**config.mk**
```make
export PLATFORM = sky130hd
export DESIGN_NAME = store_rmw_ctrl
export DESIGN_NICKNAME = d
export VERILOG_FILES = /design/src/rtl/cpu_pkg.sv /design/src/rtl/store_rmw_ctrl.sv
export SDC_FILE = /design/constraint.sdc
export NUM_CORES = 1
export LEC_CHECK = 0
export ABC_AREA = 1
export BUFFER_PORTS_ARGS = -buffer_cell sky130_fd_sc_hd__buf_2
export CAP_MARGIN = 20
export CORE_MARGIN = 5
export CORE_UTILIZATION = 47
export DETAILED_ROUTE_END_ITERATION = 7
export HOLD_SLACK_MARGIN = 0.06
export PLACE_DENSITY = 0.93
export SYNTH_ARGS = -nofsm -noshare
export SYNTH_HDL_FRONTEND = slang
export SYNTH_SLANG_ARGS = --single-unit
export TNS_END_PERCENT = 30
```
**constraint.sdc**
```tcl
create_clock -name clk -period 6.2 [get_ports clk]
set_input_delay 0.31 -clock clk [delete_from_list [all_inputs] [get_ports clk]]
set_output_delay 0.31 -clock clk [all_outputs]
set_load 0.01 [all_outputs]
```
**src/rtl/cpu_pkg.sv**
```systemverilog
// Shared CPU definitions: store/load size encodings and the store RMW sequencer state set.
package cpu_pkg;

    localparam logic [1:0] SZ_ILL  = 2'b00;
    localparam logic [1:0] SZ_WORD = 2'b01;
    localparam logic [1:0] SZ_HALF = 2'b10;
    localparam logic [1:0] SZ_BYTE = 2'b11;

    // One-hot so that every strobe output is a single flop bit (glitch-free).
    localparam int ST_IDLE_BIT    = 0;
    localparam int ST_READ_BIT    = 1;
    localparam int ST_CAPTURE_BIT = 2;
    localparam int ST_WRITE_BIT   = 3;
    localparam int ST_DONE_BIT    = 4;
    localparam int ST_ERR_BIT     = 5;

    typedef enum logic [5:0] {
        ST_IDLE    = 6'b000001,
        ST_READ    = 6'b000010,
        ST_CAPTURE = 6'b000100,
        ST_WRITE   = 6'b001000,
        ST_DONE    = 6'b010000,
        ST_ERR     = 6'b100000
    } rmw_state_t;

endpackage

```
**src/rtl/store_rmw_ctrl.sv**
```systemverilog
// Read-modify-write sequencer for sw/sh/sb: reads the target word, hands it to the
// store-size merge stage as base data, then writes the merged word back.
module store_rmw_ctrl
    import cpu_pkg::*;
#(
    parameter int READ_LATENCY = 1
) (
    input  logic        clk,
    input  logic        reset,
    input  logic        start,
    input  logic [1:0]  size,
    input  logic [31:0] addr,
    input  logic [31:0] b_in,
    input  logic [31:0] mem_rdata,
    input  logic [31:0] ss_out,
    output logic [31:0] mem_addr,
    output logic        mem_wr,
    output logic [31:0] mem_wdata,
    output logic [1:0]  ss_control,
    output logic [31:0] mdr_out,
    output logic [31:0] b_out,
    output logic        busy,
    output logic        done,
    output logic        err
);

    localparam int         CNT_W    = 2;
    localparam logic [1:0] CNT_INIT = CNT_W'(READ_LATENCY - 1);

    rmw_state_t state_reg, state_next;
    logic [5:0]  state_bits;
    logic [31:0] addr_reg, b_reg, mdr_reg;
    logic [1:0]  size_reg;
    logic [1:0]  lat_cnt_reg;

    assign state_bits = state_reg;

    always_ff @(posedge clk or posedge reset) begin
        if (reset) begin
            state_reg <= ST_IDLE;
        end else begin
            state_reg <= state_next;
        end
    end

    always_comb begin
        state_next = state_reg;
        unique case (state_reg)
            ST_IDLE: begin
                if (start) begin
                    case (size)
                        SZ_WORD:          state_next = ST_WRITE;
                        SZ_HALF, SZ_BYTE: state_next = ST_READ;
                        default:          state_next = ST_ERR;
                    endcase
                end
            end
            ST_READ:    state_next = (lat_cnt_reg == '0) ? ST_CAPTURE : ST_READ;
            ST_CAPTURE: state_next = ST_WRITE;
            ST_WRITE:   state_next = ST_DONE;
            ST_DONE:    state_next = ST_IDLE;
            ST_ERR:     state_next = ST_IDLE;
            default:    state_next = ST_IDLE;
        endcase
    end

    always_comb begin
        busy       = ~state_bits[ST_IDLE_BIT];
        mem_wr     = state_bits[ST_WRITE_BIT];
        done       = state_bits[ST_DONE_BIT];
        err        = state_bits[ST_ERR_BIT];
        ss_control = state_bits[ST_IDLE_BIT] ? SZ_ILL : size_reg;
        mem_addr   = addr_reg;
        mem_wdata  = ss_out;
        mdr_out    = mdr_reg;
        b_out      = b_reg;
    end

    always_ff @(posedge clk or posedge reset) begin
        if (reset) begin
            addr_reg    <= '0;
            b_reg       <= '0;
            size_reg    <= SZ_ILL;
            mdr_reg     <= '0;
            lat_cnt_reg <= '0;
        end else begin
            if (state_reg == ST_IDLE && start) begin
                addr_reg <= addr;
                b_reg    <= b_in;
                size_reg <= size;
            end
            if (state_reg == ST_IDLE && state_next == ST_READ) begin
                lat_cnt_reg <= CNT_INIT;
            end else if (state_reg == ST_READ && lat_cnt_reg != '0) begin
                lat_cnt_reg <= lat_cnt_reg - 2'd1;
            end
            // Word stores never pass CAPTURE, so the previous base word is kept.
            if (state_reg == ST_CAPTURE) begin
                mdr_reg <= mem_rdata;
            end
        end
    end

endmodule

```
======== Word level (Yosys, flattened, before mapping) ========
Cells that the tools add are included.
word-level totals
  output and inout port bits .............. 134
  register bits ........................... 106
  input bits .............................. 133
  word-level logic and storage cells ...... 30
cells by class
  bitwise logic cells ..................... 1
  add/sub/neg operators ................... 1
  multiplexer cells ....................... 7
  reductions and logical operators ........ 7
  eq/ne operators ......................... 8
operators by type and width
  kind                 count
  $pmux 6 s4           1
  $eq 6x2->1 const B   2
  $pmux 6 s2           1
  $eq 6x1->1 const B   1
  $eq 6x3->1 const B   1
  $eq 6x4->1 const B   1
  $mux 2               3
  $mux 6               1
  $eq 2x2->1 const B   2
  $reduce_bool 2->1    2
  $logic_and 1x1->1    3
  $mux 3               1
  $eq 2x1->1 const B   1
  $logic_not 2->1      1
  $reduce_or 2->1      1
  $sub 2x1->2 const B  1
  $not 1->1            1

======== Logic depth before layout (Yosys ltp) ========
Gate-level depths: netlist of run 1.
  depth after elaboration ................. 8
  depth in mapped cells ................... 8
  gate-level depth less buffers ........... 6

======== Worst setup path after synthesis of run 1 ========
Ideal clock, no wire load.
  path kind ............................... register to register
  from .................................... register state_reg[5] (netlist: state_bits[5])
  to ...................................... register b_reg[0] (netlist: b_out[0])
  arrival ................................. 1.238 ns
  stages on the path, launching flop included .. 9
  required time ........................... 6.083 ns
  library setup time ...................... 0.117 ns
  slack ................................... 4.845 ns
  clock period less this slack ............ 1.355 ns
  buffers on the path ..................... 2
  path through ............................ dfrtp_1 > nor2_2 > nand2_1 > nor2_4 > nand2_1 > buf_6 > buf_6 > nand2_1 > nand2_1
between the ends
  word-level cells in the longest chain between the ends .. 2
ends and longest elaborated chain
  what                    RTL line              source
  start, declared         store_rmw_ctrl.sv:30  rmw_state_t state_reg, state_next;
  start signal, assigned  store_rmw_ctrl.sv:42  state_reg <= state_next;
  $eq 6x1->1              store_rmw_ctrl.sv:87  if (state_reg == ST_IDLE && start) begin
  $logic_and 1x1->1       store_rmw_ctrl.sv:87
  end signal, assigned    store_rmw_ctrl.sv:89  b_reg <= b_in;
  end, declared           store_rmw_ctrl.sv:32  logic [31:0] addr_reg, b_reg, mdr_reg;
Every way passes these cells.
A chain may end at the register's enable or synchronous reset.

======== Final worst setup path of run 1 ========
  from .................................... register state_reg[0] (netlist: state_bits[0])
  to ...................................... register b_reg[22] (netlist: b_out[22])
The elaborated chain is that of the path after synthesis.

==> metrics.md, run 1 <==
| Metric | Value |
|---|---|
| Root Buffer Master | clkbuf_8 |
| Core area | 0.00964 mm² |
| Total number of vias | 3,979 |
| Post-DR wirelength/cell | 13.6 µm |
| LEAKAGE | 0.00320 µW |
| Routed Antenna Nets | 0 |
| Ratio of cells with drive above 1 in the final layout | 34.3% |
| Library cells used by synthesis | 21 |
| Worst r2r src | state_bits[0] |
| Fin worst setup slack | 3.73 ns |
| Pre-Repair DR Iteration Count | 5 |
| Maximum clock path buffer count | 2 |
| Setup violators final | 0 |
| CP arrival | 2.71 ns |
| Warnings, synthesis | 0 |
| Die extent in x | 109 µm |
| Final worst-path cycle share | 39.8% |
| Final Net Count | 812 |
| CP required | 6.44 ns |
| Fin Setup TNS | 0 ns |
| Boundary pin count | 267 |
| HP Class | input pin to flop |
| Unrepaired setup endpoints after global routing | false |
| Avg Synthesized Cell Area | 8.78 µm² |
| Total track usage | 18.8% |
| Clk_lat worst skew | 0.36 ns |
| Placer Congestion | 0.796 |
| Hold path start | b_in[5] |
| Reg area | 0.00265 mm² |
| Post-DP HPWL | 8020 µm |
| Inst Count DP | 798 |
| Finished Layout Cells | 816 |
| Slew at the pin with the worst max-slew slack | 0.736 ns |
| Max-cap violations | 0 |
| CTS tree | done |
| Critical Path End Type | flop |
| Final min period | 2.47 ns |
| GRT Residual Overflow | 0 |
| Total clock buffers created by CTS | 9 |
| Yosys reg bits | 106 |
| Starting Density | 47.4% |
| DIE AREA | 0.0118 mm² |
| Setup CP Type | flop to flop |
| Relative slew slack | 50.9% |
| Sequential element share of the synthesized area | 58.1% |
| Vias in the first global route | 3,656 |
| Most frequent cells in the layout | 211 x nand2_1, 202 x buf_2, 105 x dfrtp_1 |
| CTS clk-pin slew, worst paths | 0.12 ns |
| Post-synth net total | 654 |
| VDD IR-drop max | 310 µV |
| Vias/cell | 4.88 |
| Pwr dens | 502 mW/mm² |
| Area Overhead vs Synth | 22.8% |
| Clock Skew | 0.0168 ns |
| Hold Violations, Final | 0 |
| Count of port buffers added during placement | 202 |
| H-Tree Level Count | 3 |
| Clock Sinks | 106 |
| Outcome | finished, final reports clean |
| Largest fanout on the critical path | 68 |
| # rows | 36 |
| Ant diodes | 0 |
| Pin count of the biggest net entering global routing | 71 |
| Number of fill cells | 878 |
| Initial antenna violation count | 0 |
| Die height | 109 µm |
| Post-Place Setup Slack | 3.74 ns |
| DRC violation count after routing | 0 |
| Util after Layout | 58.2% |
| Most common cell after layout, fill and taps aside | nand2_1 |
| Cell count after synthesis | 520 |
| First-pass GRT wire length | 17,700 µm |
| Critical path startpoint category | flop |
| WL final | 11,100 µm |
| Mapped Area | 0.00457 mm² |
| Iteration-0 DRC Markers | 251 |
| Fmax | 405 MHz |
| Pins Over Slew Limit | 0 |
| CP Launch Point | state_bits[0] |
| Multi-input logic area | 0.00144 mm² |
where the power goes:
group | total [µW] | switching [µW] | internal, µW
sequential | 1170 | 164 | 1000
clock | 413 | 254 | 159
combinational | 1240 | 787 | 451
worst paths after layout:
path	to	slack (ns)	cells after the start
worst max-delay path	b_out[22]	3.73	7
worst min-delay path	b_out[5]	0.17	3
worst max register to register	b_out[22]	3.73	7
worst min register to register	mem_addr[1]	0.48	2
max in group asynchronous	mem_addr[23]	4.49	4
min in group asynchronous	b_out[24]	0.56	3
synth_stat cells, drive strengths merged:
library cell	instances	area share, %
nor2	13	1.5
ha	1	0.27
nand2	212	17
buf	57	8.8
inv	15	1.2
dfrtp	105	58
dfstp	1	0.58
o21ai	2	0.22
clkbuf	6	0.49
nand4	1	0.14
a21oi	1	0.11
nor4	1	0.14
nand3	103	11
nand3b	1	0.16
o211ai	1	0.16
metal layers:
layer | vias to the layer above | track usage [%] | routed length, µm
li1 | 1932 | - | -
met1 | 1857 | 25.7 | 4500
met3 | 28 | 4.24 | 848
met4 | 0 | 6.40 | 190
met2 | 162 | 29.6 | 5590
met5 | - | 0 | 0
critical path: stages (launching register included):
cell     delay (ns)
dfstp_2        0.58
nand2_1        0.11
nor2_4         0.10
buf_4          0.52
nand2_2        0.54
buf_12         0.34
nand2_1        0.08
nand2_1        0.05
final cells by class:
class | count | share of cell area [%]
clock buffers | 9 | 2.21
clock inverters | 7 | 1.20
inverters | 15 | 1.05
multi-input cells | 336 | 25.6
flip-flops and latches | 106 | 47.3
well taps | 133 | 2.97
repair buffers | 210 | 19.7
stage by stage:
step / instance area, µm² / power [µW] / hold slack [ns]
after detailed placement: 5380 / 2430 / 0.419
after global routing: 5610 / 3060 / 0.144
after floorplan: 4570 / 2000 / 0.442
final: 5610 / 2820 / 0.167
after CTS: 5580 / 2850 / 0.142
after global placement: 5360 / 2380 / 0.412
what timing repair did:
item,CTS,global route
hold buffers,1,0
buffers inserted,0,0
gates resized for setup,0,0
hold endpoints to repair,47,0
kinds of logic (layout without fill, tap and decap cells):
kind of cell | after synthesis | in the layout | share of synthesized area [%]
compound gates | 4 | 4 | 0.493
fa+ha+maj | 1 | 1 | 0.274
buf+inv | 78 | 241 | 10.5
flops | 106 | 106 | 58.1
simple gates | 331 | 331 | 30.6
Note: power is estimated with default switching activity, not from simulation.
==> inputs of run 2 (changes only) <==
--- a/config.mk
+++ b/config.mk
@@ -5,14 +5,14 @@
 export SDC_FILE = /design/constraint.sdc
 export NUM_CORES = 1
 export LEC_CHECK = 0
-export ABC_AREA = 1
+export ABC_AREA = 0
 export BUFFER_PORTS_ARGS = -buffer_cell sky130_fd_sc_hd__buf_2
 export CAP_MARGIN = 20
 export CORE_MARGIN = 5
-export CORE_UTILIZATION = 47
+export CORE_UTILIZATION = 44
 export DETAILED_ROUTE_END_ITERATION = 7
 export HOLD_SLACK_MARGIN = 0.06
-export PLACE_DENSITY = 0.93
+export PLACE_DENSITY = 0.89
 export SYNTH_ARGS = -nofsm -noshare
 export SYNTH_HDL_FRONTEND = slang
 export SYNTH_SLANG_ARGS = --single-unit
==> constraint.sdc (replaced) <==
create_clock -name clk -period 2.3 [get_ports clk]
set_input_delay 0.115 -clock clk [delete_from_list [all_inputs] [get_ports clk]]
set_output_delay 0.115 -clock clk [all_outputs]
set_load 0.01 [all_outputs]
==> run 2 against run 1 <==
  * Cell count is 13% lower
  * First-iteration DRC count decreased by 38%
  * Design area rose by 19%
  * Sequential cell count stayed put
  * Routed wire length up 9.7%
  * Core utilization is 7.1 points higher
  * Critical path depth is 3 lower
  * Maximum frequency is 25% higher
  * Combinational power rose to 2.8 times the previous value
  * Critical endpoint is now mem_addr[27]
  * Largest cell class unchanged
==> metrics.md, run 2 <==
| Metric | Value |
|---|---|
| Inst Count DP | 591 |
| Routed Antenna Nets | 0 |
| Slowest-stage cell, CP | dfrtp_1 |
| Fin Setup TNS | 0 ns |
| Ratio of cells with drive above 1 in the final layout | 56.0% |
| Finished Layout Cells | 706 |
| Clock Sinks | 106 |
| Final worst-path cycle share | 85.9% |
| Core area | 0.0102 mm² |
| Slew at the pin with the worst max-slew slack | 0.799 ns |
| Hold Violations, Final | 0 |
| Iteration-0 DRC Markers | 155 |
| Seq pwr share | 40.8% |
| Area share of the largest cell type after synthesis | 58.1% |
| Vias/cell | 4.75 |
| Post-synth net total | 423 |
| Critical Path End Type | flop |
| Post-synth top cells | 105 x dfrtp_1, 59 x mux2_2, 34 x buf_4 |
| Ys flop type | dfrtp_1 |
| Hold path start | start |
| Maximum clock path buffer count | 2 |
| DRC violation count after routing | 0 |
| Clk_lat worst skew | 0.36 ns |
| Ys async rst share | 100% |
| CTS tree | done |
| Combinational power share | 42.6% |
| H-Tree Level Count | 3 |
| Internal power | 5430 µW |
| CP max stage delay | 0.50 ns |
| Yosys reg bits | 106 |
| WHS | 0.107 ns |
| Pwr dens | 1220 mW/mm² |
| Most frequent cells in the layout | 202 x buf_2, 105 x dfrtp_1, 99 x dlygate4sd3_1 |
| Switching Share | 33.2% |
| Most common cell after layout, fill and taps aside | buf_2 |
| Flop2flop setup slack | 0.32 ns |
| LEAKAGE | 0.00325 µW |
| Cell taking the most area after synthesis | dfrtp_1 |
| GRT Residual Overflow | 0 |
| Relative slew slack | 46.6% |
| CP arrival | 2.22 ns |
| Clock network power share | 16.6% |
| Outcome | finished, final reports clean |
| Synth area leaders | dfrtp_1 58%, mux2_2 15%, mux2_4 10% |
| Top-count cell post-synth | dfrtp_1 |
| Net Switching | 2700 µW |
| Warnings, synthesis | 0 |
| Initial antenna violation count | 0 |
| Reg2reg path depth | 4 |
| WHS Endpoint | size_reg[1] |
| Area Overhead vs Synth | 47.3% |
| Reg area | 0.00265 mm² |
| Vias in the first global route | 3,820 |
| DIE AREA | 0.0124 mm² |
| Max-cap violations | 0 |
| Number of synthesized flops with an enable pin | 0 |
| Multi-input logic area | 0.00147 mm² |
| Ant diodes | 0 |
| Pre-Repair DR Iteration Count | 4 |
| Placer Congestion | 0.779 |
| Pins Over Slew Limit | 0 |
| Die extent in x | 111 µm |
| First-pass GRT wire length | 19,800 µm |
| Count of port buffers added during placement | 202 |
| Final Net Count | 699 |
| Setup violators final | 0 |
| Library cells used by synthesis | 37 |
| Die height | 111 µm |
| Sequential element share of the synthesized area | 58.7% |
| WP buf/inv | 1 |
| WL final | 12,200 µm |
| Critical path cell sequence | nor4_4 > and3_4 > buf_12 > mux2_2 |
| Worst hold path depth | 3 |
| Clock Skew | 0.0101 ns |
| VDD IR-drop max | 610 µV |
| Reg2reg end | mem_addr[27] |
| HP Class | input pin to flop |
| Post-DR wirelength/cell | 17.3 µm |
| Fmax | 506 MHz |
| Setup CP Type | flop to flop |
| Post-DP HPWL | 7600 µm |
| Starting Density | 44.4% |
| Cell count after synthesis | 289 |
| Root Buffer Master | clkbuf_8 |
| Top delay family on crit path | simple AND/OR/NAND/NOR gates |
| Total clock buffers created by CTS | 9 |
| CTS clk-pin slew, worst paths | 0.10 ns |
| Mapped Area | 0.00452 mm² |
| Boundary pin count | 267 |
| Unrepaired setup endpoints after global routing | false |
| CP required | 2.55 ns |
| Final min period | 1.98 ns |
| Total track usage | 19.9% |
| Util after Layout | 65.4% |
| Pin count of the biggest net entering global routing | 55 |
| Largest fanout on the critical path | 24 |
| Total number of vias | 3,352 |
| Critical path startpoint category | flop |
| Avg Synthesized Cell Area | 15.6 µm² |
| Number of fill cells | 723 |
| # rows | 37 |
| Worst r2r src | state_bits[3] |
==> run 2: area by class of cell <==
| class | count | share of cell area, % |
|---|---|---|
| multi-input combinational | 133 | 22.1 |
| sequential | 106 | 39.9 |
| clock buffer | 9 | 1.86 |
| clock inverter | 7 | 1.77 |
| tap | 136 | 2.56 |
| timing repair buffer | 308 | 31.4 |
| inverter | 7 | 0.451 |
==> run 2: cell families after synthesis <==
logic type               Yosys count  synth area share [%]
buffers and inverters             50                  8.78
multiplexers                      97                  26.7
AO/OA/AOI/OAI                     13                  2.08
adder cells (fa/ha/maj)            1                 0.277
flip-flops                       106                  58.7
AND/OR/NAND/NOR                   22                  3.49
==> run 2: worst register-to-register path: stages (launching register included) <==
cell and delay, ns:
dfrtp_1 0.50, nor4_4 0.39, and3_4 0.37, buf_12 0.24, mux2_2 0.37
==> run 2: power by group through the flow <==
stage / sequential, µW / clock, µW / combinational, µW
2_1_floorplan: 3680 / 0 / 1760
3_3_place_gp: 3260 / 0 / 3220
3_5_place_dp: 3320 / 0 / 3320
4_1_cts: 3290 / 1380 / 3460
5_1_grt: 3420 / 1460 / 3710
6_report: 3320 / 1350 / 3470
==> run 2: timing repair <==
item	4_1_cts	5_1_grt
resized for setup	0	0
endpoints found under the hold margin	130	0
hold buffers	99	0
setup buffers	0	0
==> run 2: how the worst max path moves through the flow <==
| stage | startpoint | to | cells past startpoint |
|---|---|---|---|
| 4_1_cts | state_bits[3] | mem_addr[27] | 4 |
| 3_5_place_dp | state_bits[3] | mem_addr[27] | 4 |
| 6_report | state_bits[3] | mem_addr[27] | 4 |
| 3_3_place_gp | state_bits[3] | mem_addr[26] | 4 |
| 5_1_grt | state_bits[3] | b_out[6] | 4 |
| 2_1_floorplan | state_bits[3] | b_out[0] | 5 |
==> run 2: per-stage QoR <==
stage | worst slack [ns] | power [µW] | area (µm²)
2_1_floorplan | 0.531 | 5440 | 4520
3_3_place_gp | 0.414 | 6480 | 5420
3_5_place_dp | 0.355 | 6640 | 5420
4_1_cts | 0.333 | 8130 | 6660
5_1_grt | 0.221 | 8600 | 6660
6_report | 0.324 | 8130 | 6660
==> run 2: per-layer routing <==
metal  GRT usage (%)  wire (µm)  vias up  part of all wire [%]
li1                -          -     1530                     -
met1            21.0       4390     1622                    36
met2            36.5       6490      168                    53
met3            6.09        946       32                   7.8
met4            8.76        374        0                   3.1
met5               0          0        -                     0
==> inputs of run 3 (changes only) <==
--- a/config.mk
+++ b/config.mk
@@ -8,11 +8,13 @@
 export ABC_AREA = 0
 export BUFFER_PORTS_ARGS = -buffer_cell sky130_fd_sc_hd__buf_2
 export CAP_MARGIN = 20
+export CELL_PAD_IN_SITES_DETAIL_PLACEMENT = 0
+export CELL_PAD_IN_SITES_GLOBAL_PLACEMENT = 1
 export CORE_MARGIN = 5
-export CORE_UTILIZATION = 44
+export CORE_UTILIZATION = 36
 export DETAILED_ROUTE_END_ITERATION = 7
 export HOLD_SLACK_MARGIN = 0.06
-export PLACE_DENSITY = 0.89
+export PLACE_DENSITY = 0.94
 export SYNTH_ARGS = -nofsm -noshare
 export SYNTH_HDL_FRONTEND = slang
 export SYNTH_SLANG_ARGS = --single-unit
==> constraint.sdc (replaced) <==
create_clock -name clk -period 2.55 [get_ports clk]
set_input_delay 0.1275 -clock clk [delete_from_list [all_inputs] [get_ports clk]]
set_output_delay 0.1275 -clock clk [all_outputs]
set_load 0.01 [all_outputs]
==> run 3 against run 2 <==
  * Global-route usage decreased by 4.3 points
  * Sequential share of layout area down 0.39 points
  * Register-to-register slack better by 0.15 ns
  * Sequential power shrank 10%
  * First-iteration DRC count is 13% lower
  * Worst setup slack gained 0.15 ns
  * Critical path depth unchanged
  * Clock power down 3%
  * Maximum frequency shrank 5.0%
  * Count of clock-buffer cells in the layout grew 2
==> metrics.md, run 3 (synthesized netlist as in run 2, its figures left out) <==
| Metric | Value |
|---|---|
| CP arrival | 2.31 ns |
| Core area | 0.0125 mm² |
| Largest fanout on the critical path | 26 |
| Clock Skew | 0.00946 ns |
| Hold_buf cts | 99 |
| Slew at the pin with the worst max-slew slack | 0.546 ns |
| DR WL met3 | 1180 µm |
| Starting Density | 36.3% |
| Most common cell after layout, fill and taps aside | buf_2 |
| Top layer in use | met4 |
| Net Switching | 2460 µW |
| Pre-Repair DR Iteration Count | 4 |
| First-pass GRT wire length | 18,300 µm |
| Count of port buffers added during placement | 202 |
| Area Overhead vs Synth | 48.8% |
| Ratio of cells with drive above 1 in the final layout | 55.7% |
| WHS | 0.138 ns |
| Most frequent cells in the layout | 202 x buf_2, 105 x dfrtp_1, 99 x dlygate4sd3_1 |
| Vias/cell | 4.47 |
| DRC violation count after routing | 0 |
| Pins Over Slew Limit | 0 |
| CTS clk-pin slew, worst paths | 0.07 ns |
| Die extent in x | 122 µm |
| Ant diodes | 0 |
| Unrepaired setup endpoints after global routing | false |
| Clk_lat worst skew | 0.34 ns |
| Critical path startpoint category | flop |
| HP Class | input pin to flop |
| Initial antenna violation count | 0 |
| Vias in the first global route | 3,676 |
| Final min period | 2.08 ns |
| CP required | 2.78 ns |
| Pwr dens | 1100 mW/mm² |
| Wire length on met1 | 4390 µm |
| Internal power | 4930 µW |
| Die height | 122 µm |
| Post-DP HPWL | 7270 µm |
| Boundary pin count | 267 |
| VDD IR-drop max | 413 µV |
| Total track usage | 15.6% |
| Post-CTS setup buffers | 0 |
| Maximum clock path buffer count | 2 |
| Total number of vias | 3,310 |
| Flop2flop setup slack | 0.47 ns |
| Post-DR wirelength/cell | 15.9 µm |
| Iteration-0 DRC Markers | 135 |
| Setup violators final | 0 |
| Placer Congestion | 0.747 |
| Fin Setup TNS | 0 ns |
| GRT Residual Overflow | 0 |
| Hold Violations, Final | 0 |
| LEAKAGE | 0.00326 µW |
| Setup CP Type | flop to flop |
| Total clock buffers created by CTS | 9 |
| Clock network power share | 17.7% |
| Seq pwr share | 40.3% |
| Final worst-path cycle share | 81.6% |
| DIE AREA | 0.0149 mm² |
| Root Buffer Master | clkbuf_16 |
| Fmax | 481 MHz |
| Combinational power share | 42.0% |
| Pin count of the biggest net entering global routing | 107 |
| # rows | 41 |
| Critical Path End Type | flop |
| H-Tree Level Count | 3 |
| CTS tree | done |
| Routed length on met2 | 5990 µm |
| Routed Antenna Nets | 0 |
| Relative slew slack | 63.6% |
| Outcome | finished, final reports clean |
| Post-CTS Resized | 0 |
| Max-cap violations | 0 |
| Final Net Count | 698 |
| WL final | 11,800 µm |
| Switching Share | 33.3% |
| Clock Sinks | 106 |
run 3: cell types whose count changed in the layout (fill, tap and decap cells not counted), sizes merged:
| cell | delta |
|---|---|
| clkinv | +1 |
| clkbuf | +2 |
| bufinv | -3 |
| buf | -1 |
run 3: worst paths after layout:
path	startpoint	end	depth (start not counted)
setup / recovery	state_bits[0]	mem_addr[25]	4
hold / removal	start	size_reg[1]	3
max in group asynchronous	reset	state_bits[0]	4
hold reg to reg	b_out[2]	b_out[2]	1
min in group asynchronous	reset	b_out[14]	4
setup reg to reg	state_bits[0]	mem_addr[25]	4
run 3: per-stage QoR:
step / util [%] / power, µW / instances / area (µm²) / setup WS, ns
4_1_cts: 53.9 / 7430 / 741 / 6720 / 0.452
5_1_grt: 53.9 / 7840 / 741 / 6720 / 0.340
2_1_floorplan: - / 4910 / 289 / 4520 / 0.781
3_3_place_gp: 43.7 / 5840 / 626 / 5450 / 0.522
6_report: 53.9 / 7400 / 741 / 6720 / 0.470
3_5_place_dp: 43.7 / 5970 / 626 / 5450 / 0.462
run 3: per-layer routing:
metal | vias up | track usage, %
met5 | - | 0
met4 | 0 | 7.00
met3 | 22 | 4.41
met2 | 154 | 27.9
met1 | 1610 | 17.2
li1 | 1524 | -
run 3: worst max-delay path: stages, from the launching register on:
cell	delay [ns]
dfstp_2	0.65
nor2b_1	0.24
and3_4	0.44
buf_12	0.26
mux2_2	0.36
run 3: power groups by stage:
| stage | sequential [µW] | combinational, µW | clock [µW] |
|---|---|---|---|
| finish | 2980 | 3110 | 1310 |
| global route | 3080 | 3340 | 1420 |
| CTS | 2960 | 3120 | 1360 |
| detailed placement | 2980 | 2990 | 0 |
| global placement | 2940 | 2890 | 0 |
| floorplan | 3320 | 1580 | 0 |
run 3: area by class of cell:
| cell class | instances | area, µm² |
|---|---|---|
| clock buffers | 11 | 243 |
| multi-input cells | 133 | 1470 |
| clock inverters | 5 | 40.0 |
| flip-flops and latches | 106 | 2650 |
| inverters | 7 | 30.0 |
| well taps | 172 | 215 |
| repair buffers | 307 | 2070 |
| fillers | 1023 | 5740 |
